[config.mk]
export PLATFORM = sky130hd
export DESIGN_NAME = msg_receive_parser
export DESIGN_NICKNAME = d
export VERILOG_FILES = /design/src/rtl/msg_pkg.sv /design/src/rtl/msg_byte_sum16.sv /design/src/rtl/msg_receive_parser.sv
export SDC_FILE = /design/constraint.sdc
export NUM_CORES = 1
export LEC_CHECK = 0
export ABC_AREA = 1
export CAP_MARGIN = 20
export CORE_MARGIN = 5
export CORE_UTILIZATION = 30
export CTS_BUF_LIST = sky130_fd_sc_hd__clkbuf_16
export DETAILED_ROUTE_END_ITERATION = 12
export PLACE_DENSITY = 0.62
export SYNTH_ARGS = -nofsm -noshare
export SYNTH_HDL_FRONTEND = slang
export SYNTH_SLANG_ARGS = --single-unit
[constraint.sdc]
create_clock -name sys_clk_i -period 17.45 [get_ports sys_clk_i]
set_input_delay 5.235 -clock sys_clk_i [delete_from_list [all_inputs] [get_ports sys_clk_i]]
set_output_delay 5.235 -clock sys_clk_i [all_outputs]
set_load 0.01 [all_outputs]
[src/rtl/msg_pkg.sv]
// Shared definitions for the message flow: header bit offsets, parser states,
// frame error bit indices and frame length arithmetic.
package msg_pkg;

    localparam logic [31:0] SYNC_HEADER_DEF = 32'hEB90_146F;

    localparam int HDR_SYNC_LSB  = 96;
    localparam int HDR_FLEN_LSB  = 80;
    localparam int HDR_TYPE_LSB  = 64;
    localparam int HDR_CNT_LSB   = 48;
    localparam int HDR_SRC_LSB   = 40;
    localparam int HDR_DES_LSB   = 32;
    localparam int HDR_DTYPE_LSB = 24;
    localparam int HDR_CHAN_LSB  = 16;
    localparam int HDR_LEN_LSB   = 0;

    typedef enum logic [1:0] {
        S_HUNT  = 2'd0,
        S_BODY  = 2'd1,
        S_CHECK = 2'd2
    } state_e;

    localparam int ERR_CSUM = 0;
    localparam int ERR_LEN  = 1;
    localparam int ERR_TMO  = 2;
    localparam int ERR_OVF  = 3;

    // frame_len field value implied by a data length (64-byte granules).
    function automatic logic [10:0] exp_frame_len(input logic [15:0] len);
        logic [16:0] s;
        s = {1'b0, len} + 17'd16;
        return s[16:6];
    endfunction

    // Total 128-bit words in a frame, header included.
    function automatic logic [18:0] frame_words(input logic [15:0] len);
        return ({8'd0, exp_frame_len(len)} + 19'd1) << 2;
    endfunction

endpackage

[src/rtl/msg_byte_sum16.sv]
// Combinational 8-bit modulo sum of the byte lanes of a 128-bit word
// selected by lane_mask (bit k selects bits [8k+7:8k]).
module msg_byte_sum16 (
    input  logic [127:0] word,
    input  logic [15:0]  lane_mask,
    output logic [7:0]   sum
);

    always_comb begin
        sum = 8'd0;
        for (int k = 0; k < 16; k++) begin
            if (lane_mask[k]) sum = sum + word[8*k +: 8];
        end
    end

endmodule

[src/rtl/msg_receive_parser.sv]
// Message flow receiver: header/length validation, payload forwarding, checksum.
// Optional destination filtering under macro MSG_RECV_DES_FILTER_EN.
module msg_receive_parser
    import msg_pkg::*;
#(
    parameter logic [31:0] SYNC_HEADER    = SYNC_HEADER_DEF,
    parameter logic [15:0] MAX_DATA_LEN   = 16'd4096,
    parameter int          TIMEOUT_CYCLES = 1024
`ifdef MSG_RECV_DES_FILTER_EN
    ,
    parameter logic [7:0]  LOCAL_ID       = 8'h01
`endif
) (
    input  logic         sys_clk_i,
    input  logic         rst_n_i,
    input  logic         flow_valid_i,
    input  logic [127:0] flow_data_i,
    input  logic         pl_full_i,
    output logic         pl_valid_o,
    output logic [127:0] pl_data_o,
    output logic [15:0]  pl_keep_o,
    output logic         pl_last_o,
    output logic         frame_done_o,
    output logic         frame_ok_o,
    output logic [3:0]   frame_err_o,
    output logic [3:0]   rx_frame_type_o,
    output logic [15:0]  rx_frame_cnt_o,
    output logic [7:0]   rx_src_id_o,
    output logic [7:0]   rx_des_id_o,
    output logic [7:0]   rx_data_type_o,
    output logic [7:0]   rx_data_channel_o,
    output logic [15:0]  rx_data_len_o,
    output logic [15:0]  sync_err_cnt_o
);

    localparam int GAP_W = $clog2(TIMEOUT_CYCLES + 1);

    state_e             state_q, state_d;
    logic [18:0]        wcnt_q, n_q;
    logic [15:0]        rem_q;
    logic [GAP_W-1:0]   gap_q;
    logic [7:0]         sum_q, ck_q;
    logic [3:0]         err_q, err_out_q;
    logic               drop_q, done_q;

    logic [15:0] hdr_len, hdr_flen, keep_cur, sum_mask;
    logic [7:0]  hdr_des, lane_sum;
    logic        hunting, sync_hit, len_bad, des_ok, last_word, timeout, ovf_now;
    logic [3:0]  chk_err, tmo_err;

    assign hdr_len   = flow_data_i[HDR_LEN_LSB +: 16];
    assign hdr_flen  = flow_data_i[HDR_FLEN_LSB +: 16];
    assign hdr_des   = flow_data_i[HDR_DES_LSB +: 8];
    assign hunting   = (state_q != S_BODY);
    assign sync_hit  = flow_valid_i && (flow_data_i[HDR_SYNC_LSB +: 32] == SYNC_HEADER);
    assign len_bad   = (hdr_flen != {5'd0, exp_frame_len(hdr_len)}) || (hdr_len > MAX_DATA_LEN);
    assign last_word = (state_q == S_BODY) && flow_valid_i && (wcnt_q == n_q - 19'd1);
    assign timeout   = (state_q == S_BODY) && !flow_valid_i
                       && (gap_q == GAP_W'(TIMEOUT_CYCLES - 1));
    assign ovf_now   = pl_valid_o && pl_full_i;

`ifdef MSG_RECV_DES_FILTER_EN
    assign des_ok = (hdr_des == LOCAL_ID) || (hdr_des == 8'hFF);
`else
    assign des_ok = 1'b1;
`endif

    // rem_q counts payload bytes still to come; lanes at index >= len are masked.
    assign keep_cur = (rem_q >= 16'd16) ? 16'hFFFF : ~(16'hFFFF >> rem_q[3:0]);
    // The checksum byte (lane 0 of the final word) never enters the running sum.
    assign sum_mask = hunting ? 16'hFFFF
                              : (keep_cur & (last_word ? 16'hFFFE : 16'hFFFF));

    msg_byte_sum16 u_sum (
        .word      (flow_data_i),
        .lane_mask (sum_mask),
        .sum       (lane_sum)
    );

    always_comb begin
        chk_err           = err_q;
        chk_err[ERR_OVF]  = err_q[ERR_OVF] | ovf_now;
        chk_err[ERR_CSUM] = (sum_q != ck_q);
        tmo_err           = err_q;
        tmo_err[ERR_TMO]  = 1'b1;
    end

    // S_CHECK reports combinationally so the last payload write's overflow is included.
    assign frame_done_o = done_q || ((state_q == S_CHECK) && !drop_q);
    assign frame_err_o  = (state_q == S_CHECK) ? chk_err : err_out_q;
    assign frame_ok_o   = frame_done_o && !(|frame_err_o);

    always_ff @(posedge sys_clk_i or negedge rst_n_i) begin
        if (!rst_n_i) state_q <= S_HUNT;
        else          state_q <= state_d;
    end

    always_comb begin
        state_d = state_q;
        case (state_q)
            S_HUNT, S_CHECK: state_d = (sync_hit && !len_bad) ? S_BODY : S_HUNT;
            S_BODY: begin
                if (last_word)    state_d = S_CHECK;
                else if (timeout) state_d = S_HUNT;
            end
            default: state_d = S_HUNT;
        endcase
    end

    always_ff @(posedge sys_clk_i or negedge rst_n_i) begin
        if (!rst_n_i) begin
            pl_valid_o        <= 1'b0;
            pl_data_o         <= '0;
            pl_keep_o         <= '0;
            pl_last_o         <= 1'b0;
            rx_frame_type_o   <= '0;
            rx_frame_cnt_o    <= '0;
            rx_src_id_o       <= '0;
            rx_des_id_o       <= '0;
            rx_data_type_o    <= '0;
            rx_data_channel_o <= '0;
            rx_data_len_o     <= '0;
            sync_err_cnt_o    <= '0;
            wcnt_q            <= '0;
            n_q               <= '0;
            rem_q             <= '0;
            gap_q             <= '0;
            sum_q             <= '0;
            ck_q              <= '0;
            err_q             <= '0;
            err_out_q         <= '0;
            drop_q            <= 1'b0;
            done_q            <= 1'b0;
        end else begin
            pl_valid_o <= 1'b0;
            pl_last_o  <= 1'b0;
            done_q     <= 1'b0;
            if (state_q == S_CHECK) err_out_q <= chk_err;

            if (hunting && flow_valid_i) begin
                if (!sync_hit) begin
                    if (sync_err_cnt_o != 16'hFFFF) sync_err_cnt_o <= sync_err_cnt_o + 16'd1;
                end else begin
                    if (des_ok) begin
                        rx_frame_type_o   <= flow_data_i[HDR_TYPE_LSB +: 4];
                        rx_frame_cnt_o    <= flow_data_i[HDR_CNT_LSB +: 16];
                        rx_src_id_o       <= flow_data_i[HDR_SRC_LSB +: 8];
                        rx_des_id_o       <= hdr_des;
                        rx_data_type_o    <= flow_data_i[HDR_DTYPE_LSB +: 8];
                        rx_data_channel_o <= flow_data_i[HDR_CHAN_LSB +: 8];
                        rx_data_len_o     <= hdr_len;
                    end
                    sum_q  <= lane_sum;
                    rem_q  <= hdr_len;
                    n_q    <= frame_words(hdr_len);
                    wcnt_q <= 19'd1;
                    gap_q  <= '0;
                    err_q  <= '0;
                    drop_q <= !des_ok;
                    if (len_bad && des_ok) begin
                        done_q             <= 1'b1;
                        err_out_q          <= '0;
                        err_out_q[ERR_LEN] <= 1'b1;
                    end
                end
            end

            if (state_q == S_BODY) begin
                if (ovf_now) err_q[ERR_OVF] <= 1'b1;
                if (flow_valid_i) begin
                    gap_q  <= '0;
                    wcnt_q <= wcnt_q + 19'd1;
                    sum_q  <= sum_q + lane_sum;
                    if (last_word) ck_q <= flow_data_i[7:0];
                    if (rem_q != 16'd0) begin
                        pl_valid_o <= !drop_q;
                        pl_data_o  <= flow_data_i;
                        pl_keep_o  <= keep_cur;
                        pl_last_o  <= (rem_q <= 16'd16);
                        rem_q      <= (rem_q >= 16'd16) ? rem_q - 16'd16 : 16'd0;
                    end
                end else begin
                    gap_q <= gap_q + 1'b1;
                    if (timeout) begin
                        done_q    <= !drop_q;
                        err_out_q <= tmo_err;
                    end
                end
            end
        end
    end

endmodule

* Yosys cells after proc, flatten, opt, wreduce, memory -nomap -nowiden
Index checks and enable logic that the tools add are counted.
Operators by class: add/sub/neg operators 23, order comparisons 3, equal/unequal tests 10, shift-type cells 1, multiplexer cells 64, bitwise operators 4, reduce and logical (&&, ||, !) cells 25
Operators by type and width (number):
- $mux W8 | 20
- $add A8 B8 Y8 | 16
- $mux W16 | 8
- $mux W19 | 4
- $mux W11 | 4
- $mux W4 | 9
- $eq A32 B32 Y1 const B | 1
- $add A19 B1 Y19 const B | 1
- $eq A19 B19 Y1 | 1
- $sub A19 B1 Y19 const B | 1
- $add A16 B5 Y17 const B | 1
- $add A16 B1 Y16 const B | 1
- $and A16 B16 Y16 | 1
- $ge A16 B5 Y1 const B | 1
- $gt A16 B13 Y1 const B | 1
- $le A16 B5 Y1 const B | 1
- $mux W1 | 16
- $ne A16 B11 Y1 | 1
- $ne A16 B16 Y1 const B | 1
- $not A16 Y16 | 1
- $reduce_bool A16 Y1 | 1
- $shr A16 B4 Y16 const A | 1
- $sub A16 B5 Y16 const B | 1
- $add A11 B1 Y12 const B | 1
- 20 further kinds | 36
Word-level totals: register bits 317, input bits 132, output and inout port bits 236, logic and storage cells 152

* Depth between registers and ports, before layout
depth in word-level cells 41, gate-level depth with buffers 102, gate-level depth less buffers 102

* Hierarchy
Synthesis repeated with hierarchy kept, for this count alone.
Second synthesis, totals: cell total of the unflattened synthesis 2829, area total of the unflattened synthesis 20577.2 um2
Modules (own cells, without submodules):
- msg_receive_parser | times used 1, cells an instance 1773, area each 14501.4 um2, seq. area each 7807.5 um2
- msg_byte_sum16 | times used 1, cells an instance 1056, area each 6075.8 um2, seq. area each 0.0 um2

* Worst setup path before layout
OpenSTA, ideal clock, no wires.
path kind input-to-reg, start point in flow_valid_i, end point reg sum_q[7], setup time 0.119 ns, arrival time 17.404 ns, required time 17.331 ns, slack -0.072 ns, stages 93, path buffers 0, cells stage by stage inv_2 nor2_8 nand2_2 nor2_1 nand2_1 nor2_1 nand2_1 nor2_1 nand3_2 nand2_1 nand2_1 inv_1 nor2_1 ha_1 fa_1 xor2_1 nand2_1 inv_1 [... 57 more ...] a21oi_1 nand3_1 nand2_1 nand2_1 nor2_1 nand3_1 nand2_1 nand2_1 nand2_1 nand3_1 nand2_1 inv_1 nand2_1 nand2_1 nand2_1 nand2_1 o21ai_1 nand2_1
On the way: cells in the longest elaborated chain, start to end 40, elaborated cells on any way between the ends 43, those cells by class add/sub (16); mux (22); bitwise (1); reduce/logical (4)
Ends and longest elaborated chain:
- start: declaration | RTL line msg_receive_parser.sv:16 | input logic flow_valid_i,
- branches (longest 39 deep; another with $add A8 B8 Y8)
- $mux W8 (*) | RTL line msg_receive_parser.sv:168 | if (state_q == S_BODY) begin
- end signal: assignment | RTL line msg_receive_parser.sv:153 | sum_q <= lane_sum;
- end signal: assignment | RTL line msg_receive_parser.sv:173 | sum_q <= sum_q + lane_sum;
- end: declaration | RTL line msg_receive_parser.sv:42 | logic [7:0] sum_q, ck_q;
Mark *: on every way between the ends. A chain may end at the register's enable or synchronous reset.

* Final worst setup path
Same ends and word-level chain as after synthesis.

==> results.json <==
{
  "outcome": "completed",
  "clk_pin_slew_ps": 60,
  "core_area_sq_um": 64100,
  "yosysTopAreaCell": "dfrtp_1",
  "grt_pass1_vias": 17700,
  "ant_nets": 0,
  "grt_first_pass_wirelength_microns": 103000,
  "numCtsBuffers": 37,
  "syn_to_final_growth_pct": 40.1,
  "drc": 0,
  "finalHoldViolations": 0,
  "crit_type": "primary input to register",
  "yosys_warnings": 0,
  "grt_max_degree": 117,
  "cts_hold_buf": 0,
  "cts_max_path_buffers": 3,
  "critPathMaxFanout": 4,
  "antenna_found_initial": 4,
  "syn_avg_cell_area_sq_um": 7.67,
  "syn_inst": 2522,
  "hpwl_microns": 51600,
  "dr.pass1.iters": 6,
  "finClkSkew_ps": 14.5,
  "ys_seq_area_share_pct": 40.3,
  "placed_area_sq_um": 25100,
  "setup_ws_ps": 124,
  "synth_cell_types": 52,
  "die_h_microns": 264,
  "cts-root-buf": "clkbuf_16",
  "ios": 368,
  "min_period_ps": 17330,
  "start_kind": "primary input",
  "syn_nets": 2798,
  "max_freq_mhz": 57.7,
  "end_kind": "register",
  "synthTopCellsByCount": "nand2_1, inv_1, dfrtp_1",
  "maxSlewViolCount": 0,
  "rsz0062_at_grt": "true",
  "synthSimpleGateAreaFrac_pct": 24.6,
  "wl_per_cell_microns": 16.9,
  "h-tree-depth": 2,
  "synth_enable_flop_cells": 0,
  "initial_utilization_pct": 30.2,
  "fp.dieW_microns": 264,
  "final-setup-viol-count": 0,
  "layout.nets": 3337,
  "cts_tree": "yes",
  "place.gp.congestion": 0.852,
  "viasPerCell": 4.64,
  "arrival_ps": 17770,
  "synthTopCellsByArea": "dfrtp_1, nand2_1, ha_1",
  "vias": 18300,
  "insertion_delay_ps": 550,
  "synthXorXnorAreaFrac_pct": 3.58,
  "syn_area_sq_um": 19300,
  "min_path_type": "register to register",
  "yosysMostFrequentCell": "nand2_1",
  "synth_ff_type": "dfrtp_1",
  "yosysTopAreaCellShare_pct": 40.3,
  "clock_sinks": 312,
  "overflow": 0,
  "synthMuxAreaShare_pct": 0.155,
  "synth_compound_area_share_pct": 12.8,
  "post-route-period-util_pct": 99.3,
  "dieArea_sq_um": 69700,
  "track_usage_pct": 18.5,
  "tightest_slew_ps": 1000,
  "slowest_delay_ps": 590,
  "drt-total-wl_microns": 66800,
  "drt_iter0_drc": 1234,
  "synth-seq-cells": 312,
  "stdcell_area_sq_um": 27100,
  "rows": 93,
  "post-place-ws_ps": -1550,
  "maxCapViolations": 0,
  "synthArstFlopShare_pct": 100,
  "crit_top_cell": "nand2_1",
  "synth_top_family_by_area": "simple AND/OR/NAND/NOR gates",
  "drive_above_1_share_pct": 13.8,
  "maxSlewHeadroom_pct": 33.2,
  "port_buffers": 367,
  "critPathRequiredTime_ps": 17890,
  "synthAdderAreaFrac_pct": 9.93,
  "crit_path_top_delay_cell": "fa_2"
}
[layer usage]
layer / track usage (%) / vias up / part of all wire [%]
met3: 5.22 / 99 / 7.1
met4: 4.97 / 4 / 2.7
met5: 0 / - / 0.037
met2: 30.0 / 450 / 46
li1: - / 9282 / -
met1: 24.3 / 8463 / 44
[layout make-up]
type                            instances  area (sq um)
Antenna cell                            1          2.50
Clock buffer                           39           976
Clock inverter                         29           141
Fill cell                            6435         37000
Inverter                              373          1410
Multi-Input combinational cell       1777         10500
Sequential cell                       312          7810
Tap cell                              855          1070
Timing Repair Buffer                  560          5190
[cells by family after synthesis]
group | after synthesis
AND/OR/NAND/NOR | 1097
AO/OA/AOI/OAI | 454
buffers and inverters | 433
flip-flops | 312
adder cells (fa/ha/maj) | 144
XOR/XNOR | 79
multiplexers | 3
[worst paths after layout]
kind	startpoint	end	slack, ps	cells past startpoint
worst max-delay path	flow_valid_i	sum_q[7]	120	84
worst min-delay path	rx_data_len_o[15]	rx_data_len_o[15]	470	2
worst max register to register	n_q[2]	sum_q[7]	3990	85
worst min register to register	rx_data_len_o[15]	rx_data_len_o[15]	470	2
max in group asynchronous	rst_n_i	pl_data_o[120]	10350	3
min in group asynchronous	rst_n_i	rx_data_len_o[11]	4730	1
[placed cells by master (no fill, tap or decap), types with 15 or more instances in the layout]
| cell | n |
|---|---|
| inv_2 | 17 |
| xnor2_1 | 21 |
| nor2_1 | 179 |
| o21ai_1 | 17 |
| clkbuf_16 | 39 |
| o21ai_0 | 241 |
| ha_1 | 110 |
| or2_2 | 16 |
| a21oi_1 | 95 |
| nand2_1 | 614 |
| dfrtp_1 | 312 |
| buf_4 | 183 |
| nor2_2 | 23 |
| nand2_2 | 15 |
| a21oi_2 | 20 |
| nand4_1 | 45 |
| ha_4 | 17 |
| xor2_1 | 54 |
| clkdlybuf4s50_1 | 365 |
| nor3_1 | 21 |
| inv_1 | 356 |
| nand3_1 | 116 |
[sequential cells by signal (all words and copies together), names as in the netlist, 2 cells and up, named ones only]
| register | flops |
|---|---|
| sum_q | 8 |
| n_q | 12 |
| ck_q | 8 |
| pl_data_o | 128 |
| state_q | 2 |
| rem_q | 16 |
| rx_src_id_o | 8 |
| pl_keep_o | 16 |
| rx_data_type_o | 8 |
| rx_des_id_o | 8 |
| rx_frame_cnt_o | 16 |
| rx_data_len_o | 16 |
| rx_frame_type_o | 4 |
| gap_q | 11 |
| err_out_q | 4 |
| wcnt_q | 18 |
| sync_err_cnt_o | 16 |
| rx_data_channel_o | 8 |
[metrics by stage]
stage | setup TNS [ps] | std cells | utilization (%) | hold WS, ps
final | 0 | 3946 | 42.3 | 475
after global routing | -2040 | 3946 | 42.3 | 498
after global placement | -7250 | 3843 | 39.1 | 455
after detailed placement | -7540 | 3843 | 39.1 | 450
after floorplan | 0 | 2522 | - | 442
after CTS | -741 | 3920 | 41.3 | 477
[critical path: cells and delay by family]
family,cells,cell delay [ps]
adder cells (fa/ha/maj),16,6870
AND/OR/NAND/NOR,47,3930
buffers and inverters,15,860
AO/OA/AOI/OAI,4,560
XOR/XNOR,2,310
[timing repair]
action	4_1_cts	5_1_grt
setup endpoints to repair	7	7
pin swaps	35	98
setup buffers	9	24
resized for setup	45	123
Power is not shown: default switching activity piles up to over one toggle a cycle in this logic, so the estimate is an artifact.
